<file path="src/rtl/word_serializer_pkg.sv">
// word_serializer_pkg: state encoding and counter-width helper shared by the
// word serializer and its bit timer.
// Optional feature macro: WORD_SERIALIZER_PARITY_EN (adds the PARITY state).
package word_serializer_pkg;

   typedef enum logic [1:0] {
      IDLE   = 2'd0,
      SHIFT  = 2'd1
`ifdef WORD_SERIALIZER_PARITY_EN
      ,PARITY = 2'd2
`endif
   } state_t;

   // Counter width for a modulus of n: $clog2(n), never less than one bit.
   function automatic int unsigned ctr_width(input int unsigned n);
      int unsigned w;
      w = $clog2(n);
      return (w < 1) ? 1 : w;
   endfunction

endpackage

</file>
<file path="src/rtl/word_serializer_bit_timer.sv">
// bit_timer: CLKS_PER_BIT clock divider plus the bit-within-word counter.
// bit_done pulses in the last cycle of every bit period while run is high;
// last_bit flags that the current bit is bit WIDTH-1 of the word.
module bit_timer
   import word_serializer_pkg::*;
#(
   parameter int unsigned WIDTH        = 8,
   parameter int unsigned CLKS_PER_BIT = 1
) (
   input  logic i_clk,
   input  logic i_rst,
   input  logic clear,
   input  logic run,
   output logic bit_done,
   output logic last_bit
);

   localparam int unsigned DW = ctr_width(CLKS_PER_BIT);
   localparam int unsigned BW = ctr_width(WIDTH);
   localparam logic [DW-1:0] DIV_LAST = DW'(CLKS_PER_BIT - 1);
   localparam logic [BW-1:0] BIT_LAST = BW'(WIDTH - 1);

   logic [DW-1:0] div_cnt;
   logic [BW-1:0] bit_cnt;

   assign bit_done = run && (div_cnt == DIV_LAST);
   assign last_bit = (bit_cnt == BIT_LAST);

   // Divider and bit counter; both return to zero at the end of each bit/word
   always_ff @(posedge i_clk) begin
      if (i_rst || clear) begin
         div_cnt <= '0;
         bit_cnt <= '0;
      end else if (run) begin
         if (div_cnt == DIV_LAST) begin
            div_cnt <= '0;
            bit_cnt <= last_bit ? '0 : bit_cnt + 1'b1;
         end else begin
            div_cnt <= div_cnt + 1'b1;
         end
      end
   end

endmodule

</file>
<file path="src/rtl/word_serializer.sv">
// word_serializer: accepts a WIDTH-bit word over valid/ready and shifts it out
// MSB-first, one bit per CLKS_PER_BIT cycles. o_ready rises in the final cycle
// of a frame so words can be streamed back-to-back.
// Optional feature macro: WORD_SERIALIZER_PARITY_EN appends an even-parity bit.
module word_serializer
   import word_serializer_pkg::*;
#(
   parameter int unsigned WIDTH        = 8,
   parameter int unsigned CLKS_PER_BIT = 1
) (
   input  logic             i_clk,
   input  logic             i_rst,
   input  logic [WIDTH-1:0] i_data,
   input  logic             i_valid,
   output logic             o_ready,
   output logic             o_bit,
   output logic             o_bit_valid,
   output logic             o_frame_start,
   output logic             o_busy
);

   state_t           state;
   state_t           state_nxt;
   logic [WIDTH-1:0] shreg;
   logic             transfer;
   logic             bit_done;
   logic             last_bit;
   logic             timer_clear;
   logic             run;
   logic             frame_start_q;
`ifdef WORD_SERIALIZER_PARITY_EN
   logic             parity_q;
`endif

   // Ready is kept out of the FSM process so the transfer term never loops back
`ifdef WORD_SERIALIZER_PARITY_EN
   assign o_ready = (state == IDLE) || ((state == PARITY) && bit_done);
`else
   assign o_ready = (state == IDLE) || ((state == SHIFT) && bit_done && last_bit);
`endif

   assign transfer      = i_valid && o_ready && !i_rst;
   assign run           = (state != IDLE);
   assign o_frame_start = frame_start_q;

   bit_timer #(
      .WIDTH        (WIDTH),
      .CLKS_PER_BIT (CLKS_PER_BIT)
   ) u_bit_timer (
      .i_clk    (i_clk),
      .i_rst    (i_rst),
      .clear    (timer_clear),
      .run      (run),
      .bit_done (bit_done),
      .last_bit (last_bit)
   );

   // State register
   always_ff @(posedge i_clk) begin
      if (i_rst) state <= IDLE;
      else       state <= state_nxt;
   end

   // Next-state logic and serial outputs
   always_comb begin
      state_nxt   = state;
      o_bit       = 1'b0;
      o_bit_valid = 1'b0;
      o_busy      = 1'b0;
      timer_clear = transfer;
      case (state)
         IDLE: begin
            if (transfer) state_nxt = SHIFT;
         end
         SHIFT: begin
            o_bit       = shreg[WIDTH-1];
            o_bit_valid = 1'b1;
            o_busy      = 1'b1;
            if (bit_done && last_bit) begin
`ifdef WORD_SERIALIZER_PARITY_EN
               state_nxt = PARITY;
`else
               state_nxt = transfer ? SHIFT : IDLE;
`endif
            end
         end
`ifdef WORD_SERIALIZER_PARITY_EN
         PARITY: begin
            o_bit       = parity_q;
            o_bit_valid = 1'b1;
            o_busy      = 1'b1;
            if (bit_done) begin
               timer_clear = 1'b1;
               state_nxt   = transfer ? SHIFT : IDLE;
            end
         end
`endif
         default: state_nxt = IDLE;
      endcase
   end

   // Shift register load/shift and frame-start flag
   always_ff @(posedge i_clk) begin
      if (i_rst) begin
         shreg         <= '0;
         frame_start_q <= 1'b0;
      end else begin
         frame_start_q <= transfer;
         if (transfer)
            shreg <= i_data;
         else if ((state == SHIFT) && bit_done)
            shreg <= {shreg[WIDTH-2:0], 1'b0};
      end
   end

`ifdef WORD_SERIALIZER_PARITY_EN
   // Even parity of the accepted word, captured at load time
   always_ff @(posedge i_clk) begin
      if (i_rst)         parity_q <= 1'b0;
      else if (transfer) parity_q <= ^i_data;
   end
`endif

endmodule

</file>
<file path="config.mk">
export PLATFORM = sky130hd
export DESIGN_NAME = word_serializer
export DESIGN_NICKNAME = d
export VERILOG_FILES = /design/src/rtl/word_serializer_pkg.sv /design/src/rtl/word_serializer_bit_timer.sv /design/src/rtl/word_serializer.sv
export SDC_FILE = /design/constraint.sdc
export NUM_CORES = 1
export LEC_CHECK = 0
export CORE_ASPECT_RATIO = 1.1
export CORE_MARGIN = 8
export CORE_UTILIZATION = 45
export CTS_CLUSTER_DIAMETER = 50
export CTS_CLUSTER_SIZE = 10
export DETAILED_ROUTE_END_ITERATION = 7
export HOLD_SLACK_MARGIN = 0.1
export PLACE_DENSITY_LB_ADDON = 0.3
export SYNTH_ARGS = -nofsm -noshare
export SYNTH_HDL_FRONTEND = slang
export SYNTH_HIERARCHICAL = 1
export SYNTH_SLANG_ARGS = --single-unit
</file>
<file path="constraint.sdc">
create_clock -name i_clk -period 5.2 [get_ports i_clk]
set_clock_uncertainty 0.2 [all_clocks]
set_input_delay 0.52 -clock i_clk [delete_from_list [all_inputs] [get_ports i_clk]]
set_output_delay 0.52 -clock i_clk [all_outputs]
set_load 0.01 [all_outputs]
</file>
==> results of run 1 <==
[worst register-to-register path: stages (launching register included)]
cell and delay [ns]:
dfxtp_1 0.78, a21bo_1 0.37, and2_4 0.26, nor2b_1 0.26
nor3_1 0.10
[state kept, by name, summed over array words and instances (netlist names)]
register	count
shreg	8
u_bit_timer/bit_cnt	3
o_frame_start	1
state	1
[power by group]
part           leakage (nW)  internal, mW  switching (mW)
combinational         0.234        0.0220          0.0152
clock                0.0150        0.0297          0.0307
sequential            0.107         0.106         0.00628
total                 0.356         0.158          0.0522
[per-stage QoR]
step | power (mW) | hold slack (ns) | setup WS (ns) | cells | instance area [um^2]
finish | 0.210 | 0.322 | 2.47 | 98 | 813
global route | 0.223 | 0.369 | 2.33 | 98 | 813
CTS | 0.213 | 0.328 | 2.48 | 98 | 813
detailed placement | 0.153 | 0.318 | 2.78 | 94 | 787
global placement | 0.151 | 0.306 | 2.79 | 94 | 787
floorplan | 0.140 | 0.277 | 3.34 | 71 | 671
[routing by layer]
metal  up-vias  track usage
li1        280            -
met3         2       0.0368
met1       240        0.109
met2        15        0.126
met5         -            0
met4         0       0.0556
[kinds of logic after synthesis]
logic type,count (synthesis),share of synthesized area
simple gates,19,0.170
buf+inv,16,0.125
fa+ha+maj,2,0.0373
flops,13,0.388
mux,3,0.0448
compound gates,18,0.235
[worst paths after layout]
| kind | cells past startpoint | from | slack, ns | end |
|---|---|---|---|---|
| hold / removal | 2 | u_bit_timer/bit_cnt[0] | 0.32 | u_bit_timer/bit_cnt[0] |
| setup / recovery | 2 | state[0] | 2.47 | o_ready |
| hold reg to reg | 2 | u_bit_timer/bit_cnt[0] | 0.32 | u_bit_timer/bit_cnt[0] |
| setup reg to reg | 4 | state[0] | 3.10 | u_bit_timer/bit_cnt[2] |
[cell type report]
cell class | instances | area (um^2)
well taps | 16 | 20.0
flip-flops and latches | 13 | 260
inverters | 8 | 30.0
fillers | 126 | 571
multi-input cells | 42 | 327
repair buffers | 15 | 150
clock buffers | 4 | 26.3
[cell usage in the layout (no fill, tap or decap)]
cell              n
nor2b_1           2
clkdlybuf4s50_1  15
or3b_1            1
a211oi_1          6
a21oi_1           1
dfxtp_1          13
ha_1              2
nand4_1           1
o221a_1           1
nor2_1            1
a211oi_2          2
a21bo_1           1
and2_1            1
and3_1            7
mux2i_1           3
inv_1             8
and2_4            1
nand2b_1          1
clkbuf_1          1
clkbuf_4          3
nand2_1           2
a221oi_1          7
nor3_1            2
==> summary.md, run 1 <==
| Metric | Value |
|---|---|
| Post_cts resized | 0 |
| Critical Path RT | 4.48 ns |
| Arrival time at the worst endpoint | 2.01 ns |
| WL met1 | 575 um |
| Warnings from Yosys | 6 |
| Largest delay share family, worst path | flip-flops |
| Syn_area_per_cell | 9.45 um^2 |
| Post-synth top cells | 13 x dfxtp_1, 8 x inv_1, 7 x a221oi_1, 7 x and3_1, 6 x a211oi_1 |
| Share of cells above drive strength 1 | 0.0732 |
| Crit path buffers/inverters | 1 |
| Number of synthesized flops with an enable pin | 0 |
| First DRT Iteration DRCs | 7 |
| Routed via count | 537 |
| Inserted Clock Buffers | 3 |
| Final WL | 1220 um |
| Sink Count | 13 |
| CP Capture Type | output port |
| Vias per cell | 5.48 |
| Core area | 1380 um^2 |
| TritonCTS clock tree | done |
| Chip Height | 56.5 um |
| GPL Wtd Cong | 0.728 |
| PwrDens | 258 nW/um^2 |
| Crit Path Category | reg -> out |
| Final hold violations | 0 |
| Most frequent cell after synthesis | dfxtp_1 |
| Slowest stage cell, crit path | dfxtp_1 |
| Nets | 96 |
| Min cycle time layout | 2.73 ns |
| Worst slew pin tran | 0.701 ns |
| H-tree lvl count | 1 |
| Die area | 2980 um^2 |
| Met2 Wirelength | 545 um |
| CP Launch Type | register |
| CP max stage delay | 0.78 ns |
| Top Layer Used | met4 |
| Most used DFF post-synth | dfxtp_1 |
| Total grt overflow | 0 |
| VDD IR-drop max | 0.168 mV |
| Area delta synth->final | 21.3% |
| Worst hold-check path type | reg -> reg |
| Leak | 0.356 nW |
| Largest net degree at the start of global routing | 30 |
| Worst path cell trace | a21bo_1 -> clkdlybuf4s50_1 |
| Clock latency on the worst-skew pair | 0.27 ns |
| Max Fclk | 367 MHz |
| Count of maximum capacitance violations | 0 |
| Antenna violations before repair | 0 |
| # IOs | 16 |
| Synthesized cell area | 671 um^2 |
| Port bufs | 15 |
| Reg clk slew, reported paths | 0.07 ns |
| Initial Util | 0.485 |
| WL met3 | 84 um |
| Inserted Diodes | 0 |
| Post-synthesis sequential area ratio | 0.388 |
| Unrepaired setup endpoints after global routing | false |
| Netlist cell types | 24 |
| Synth Net Count | 84 |
| First-pass GRT wire length | 2060 um |
| Vias in the first global route | 468 |
| Post-route ant nets | 0 |
| Syn Inst Count | 71 |
| Number of synthesized register bits | 13 |
| Die X | 52.8 um |
| FFs w/ async S/R, synth | 0 |
| Final core utilization | 0.588 |
| Synth area leaders | dfxtp_1 39%, a221oi_1 9.1%, a211oi_1 6.7%, and3_1 6.5%, mux2i_1 4.5% |
| CTS root buf | clkbuf_4 |
| Relative slew slack | 0.532 |
| Setup bufs post-CTS | 0 |
| Setup TNS | 0 ns |
| Setup-failing EPs final | 0 |
| Final slew viol count | 0 |
| HPWL Detailed | 927 um |
| Drt wl/cell | 12.4 um |
| CP max FO | 29 |
| Tcrit/Tclk final | 0.524 |
| CTS Buffer Depth | 2 |
| Yosys top cell area share | 0.388 |
| Row count | 14 |
| GRT Total Usage | 0.0901 |
| Outcome | complete, no violations |
| # hold bufs at CTS | 0 |
| First-pass iteration count of the detailed router | 4 |
| Yosys top cell by area | dfxtp_1 |
| Remaining DRCs | 0 |
(Power assumes the default switching activity.)
==> run 2, diff against run 1 <==
==> constraint.sdc (replaced) <==
create_clock -name i_clk -period 2.65 [get_ports i_clk]
set_clock_uncertainty 0.2 [all_clocks]
set_input_delay 0.265 -clock i_clk [delete_from_list [all_inputs] [get_ports i_clk]]
set_output_delay 0.265 -clock i_clk [all_outputs]
set_load 0.01 [all_outputs]
==> summary.md, run 2 (synthesis results as in run 1) <==
| Metric | Value |
|---|---|
| Drt wl/cell | 12.9 um (was 12.4 um) |
| Tcrit/Tclk final | 0.889 |
| CTS root buf | clkbuf_4 (unchanged) |
| GPL Wtd Cong | 0.708 (was 0.728) |
| Port bufs | 15 (unchanged) |
| CP Capture Type | output port (unchanged) |
| Post-route ant nets | 0 (unchanged) |
| Area delta synth->final | 22.6% (was 21.3%) |
| Leading cell type in the layout, fill and taps excluded | clkdlybuf4s50_1 (unchanged) |
| First DRT Iteration DRCs | 8 (was 7) |
| Max Fclk | 424 MHz |
| Share of cells above drive strength 1 | 0.0964 (was 0.0732) |
| # hold bufs at CTS | 0 (unchanged) |
| Sink Count | 13 (unchanged) |
| Min cycle time layout | 2.36 ns |
| Die X | 52.8 um (unchanged) |
| Pre-CTS setup slack | 0.610 ns (was 2.78 ns) |
| Routed via count | 559 (was 537) |
| Min Hold Slack | 0.314 ns (was 0.322 ns) |
| Critical Path RT | 2.18 ns (was 4.48 ns) |
| Post-route insts no fill | 99 (was 98) |
| PwrDens | 513 nW/um^2 (was 258 nW/um^2) |
| HPWL Detailed | 964 um (was 927 um) |
| VDD IR-drop max | 0.244 mV (was 0.168 mV) |
| Row count | 14 (unchanged) |
| Fin area | 822 um^2 (was 813 um^2) |
| H-tree lvl count | 1 (unchanged) |
| Total grt overflow | 0 (unchanged) |
| Clock latency on the worst-skew pair | 0.29 ns (was 0.27 ns) |
| Setup-failing EPs final | 0 (unchanged) |
| Final setup margin | 0.294 ns (was 2.47 ns) |
| Setup bufs post-CTS | 0 (unchanged) |
| Outcome | complete, no violations (unchanged) |
| Largest net degree at the start of global routing | 23 (was 30) |
| Crit Path Category | reg -> out (unchanged) |
| Count of maximum capacitance violations | 0 (unchanged) |
| Initial Util | 0.485 (unchanged) |
| CTS Buffer Depth | 2 (unchanged) |
| Core area | 1380 um^2 (unchanged) |
| Fillers | 138 (was 126) |
| Relative slew slack | 0.643 (was 0.532) |
| Die area | 2980 um^2 (unchanged) |
| Reg area | 260 um^2 (unchanged) |
| DP Area | 795 um^2 (was 787 um^2) |
| Total Power | 422 uW (was 210 uW) |
| Nets | 97 (was 96) |
| Final hold violations | 0 (unchanged) |
| Vias per cell | 5.65 (was 5.48) |
| Arrival time at the worst endpoint | 1.89 ns (was 2.01 ns) |
| Remaining DRCs | 0 (unchanged) |
| Chip Height | 56.5 um (unchanged) |
| Final WL | 1280 um (was 1220 um) |
| First-pass iteration count of the detailed router | 4 (unchanged) |
| Antenna violations before repair | 0 (unchanged) |
| Inserted Diodes | 0 (unchanged) |
| Worst hold-check path type | in -> reg (was reg -> reg) |
| Leak | 0.364 nW (was 0.356 nW) |
| CP Launch Type | register (unchanged) |
| Top flop regs | shreg: 8 flops, u_bit_timer/bit_cnt: 3 flops (unchanged) |
| GRT Total Usage | 0.0939 (was 0.0901) |
| Unrepaired setup endpoints after global routing | false (unchanged) |
| Inserted Clock Buffers | 3 (unchanged) |
| Placed instance count | 95 (was 94) |
| Max FFs per register | 8 (unchanged) |
| Reg clk slew, reported paths | 0.09 ns (was 0.07 ns) |
| Vias in the first global route | 508 (was 468) |
| Commonest cells after routing, fill and taps aside | 15 x clkdlybuf4s50_1, 13 x dfxtp_1, 8 x inv_1 (unchanged) |
| Final slew viol count | 0 (unchanged) |
| Final core utilization | 0.594 (was 0.588) |
| CP max FO | 10 (was 29) |
| Area occupied by multi-input gates | 327 um^2 (unchanged) |
| First-pass GRT wire length | 2110 um (was 2060 um) |
| Register name with the most flops | shreg (unchanged) |
| Setup TNS | 0 ns (unchanged) |
| Post_cts resized | 0 (unchanged) |
| Flop2flop setup slack | 0.71 ns (was 3.10 ns) |
| # IOs | 16 (unchanged) |
| Worst slew pin tran | 0.534 ns (was 0.701 ns) |
| TritonCTS clock tree | done (unchanged) |
## run 2: cell types whose count changed in the layout (fill, tap and decap cells not counted)
| cell | previous run | this run |
|---|---|---|
| clkbuf_1 | 1 | 0 |
| buf_4 | 0 | 1 |
| clkinv_2 | 0 | 1 |
## run 2: area by class of cell
cell class / count / share of cell area
Clock inverter: 1 / 0.00609
Multi-Input combinational cell: 42 / 0.397
Tap cell: 16 / 0.0244
Sequential cell: 13 / 0.317
Inverter: 8 / 0.0365
Clock buffer: 3 / 0.0274
Timing Repair Buffer: 16 / 0.192
## run 2: per-layer routing
metal  global-route usage  vias to the layer above  share of wire
met4               0.0778                        0          0.031
met3               0.0316                        5          0.082
met2                0.134                       18           0.48
met1                0.107                      252           0.41
met5                    0                        -              0
li1                     -                      284              -
## run 2: where the power goes
group / total [mW] / internal, mW / switching, mW
clock network: 0.126 / 0.0561 / 0.0701
registers: 0.217 / 0.209 / 0.00820
logic: 0.0787 / 0.0443 / 0.0344
total: 0.422 / 0.309 / 0.113
## run 2: worst paths after layout
path	startpoint	end	depth (start not counted)
worst max-delay path	u_bit_timer/bit_cnt[0]	o_ready	4
worst min-delay path	i_data[2]	shreg[2]	3
worst max register to register	u_bit_timer/bit_cnt[0]	u_bit_timer/bit_cnt[1]	6
worst min register to register	u_bit_timer/bit_cnt[0]	u_bit_timer/bit_cnt[0]	2
## run 2: critical path, stage by stage (launching register included)
cell and delay (ns):
dfxtp_1 0.36, ha_1 0.16, ha_1 0.18, a21bo_1 0.30, clkdlybuf4s50_1 0.60
==> run 3, diff against run 2 <==
--- a/config.mk
+++ b/config.mk
@@ -13,6 +13,7 @@
 export DETAILED_ROUTE_END_ITERATION = 7
 export HOLD_SLACK_MARGIN = 0.1
 export PLACE_DENSITY_LB_ADDON = 0.3
+export SETUP_SLACK_MARGIN = 0.02
 export SYNTH_ARGS = -nofsm -noshare
 export SYNTH_HDL_FRONTEND = slang
 export SYNTH_HIERARCHICAL = 1
==> results of run 3 <==
No change in the layout: final DEF, timing and power equal those of run 2.
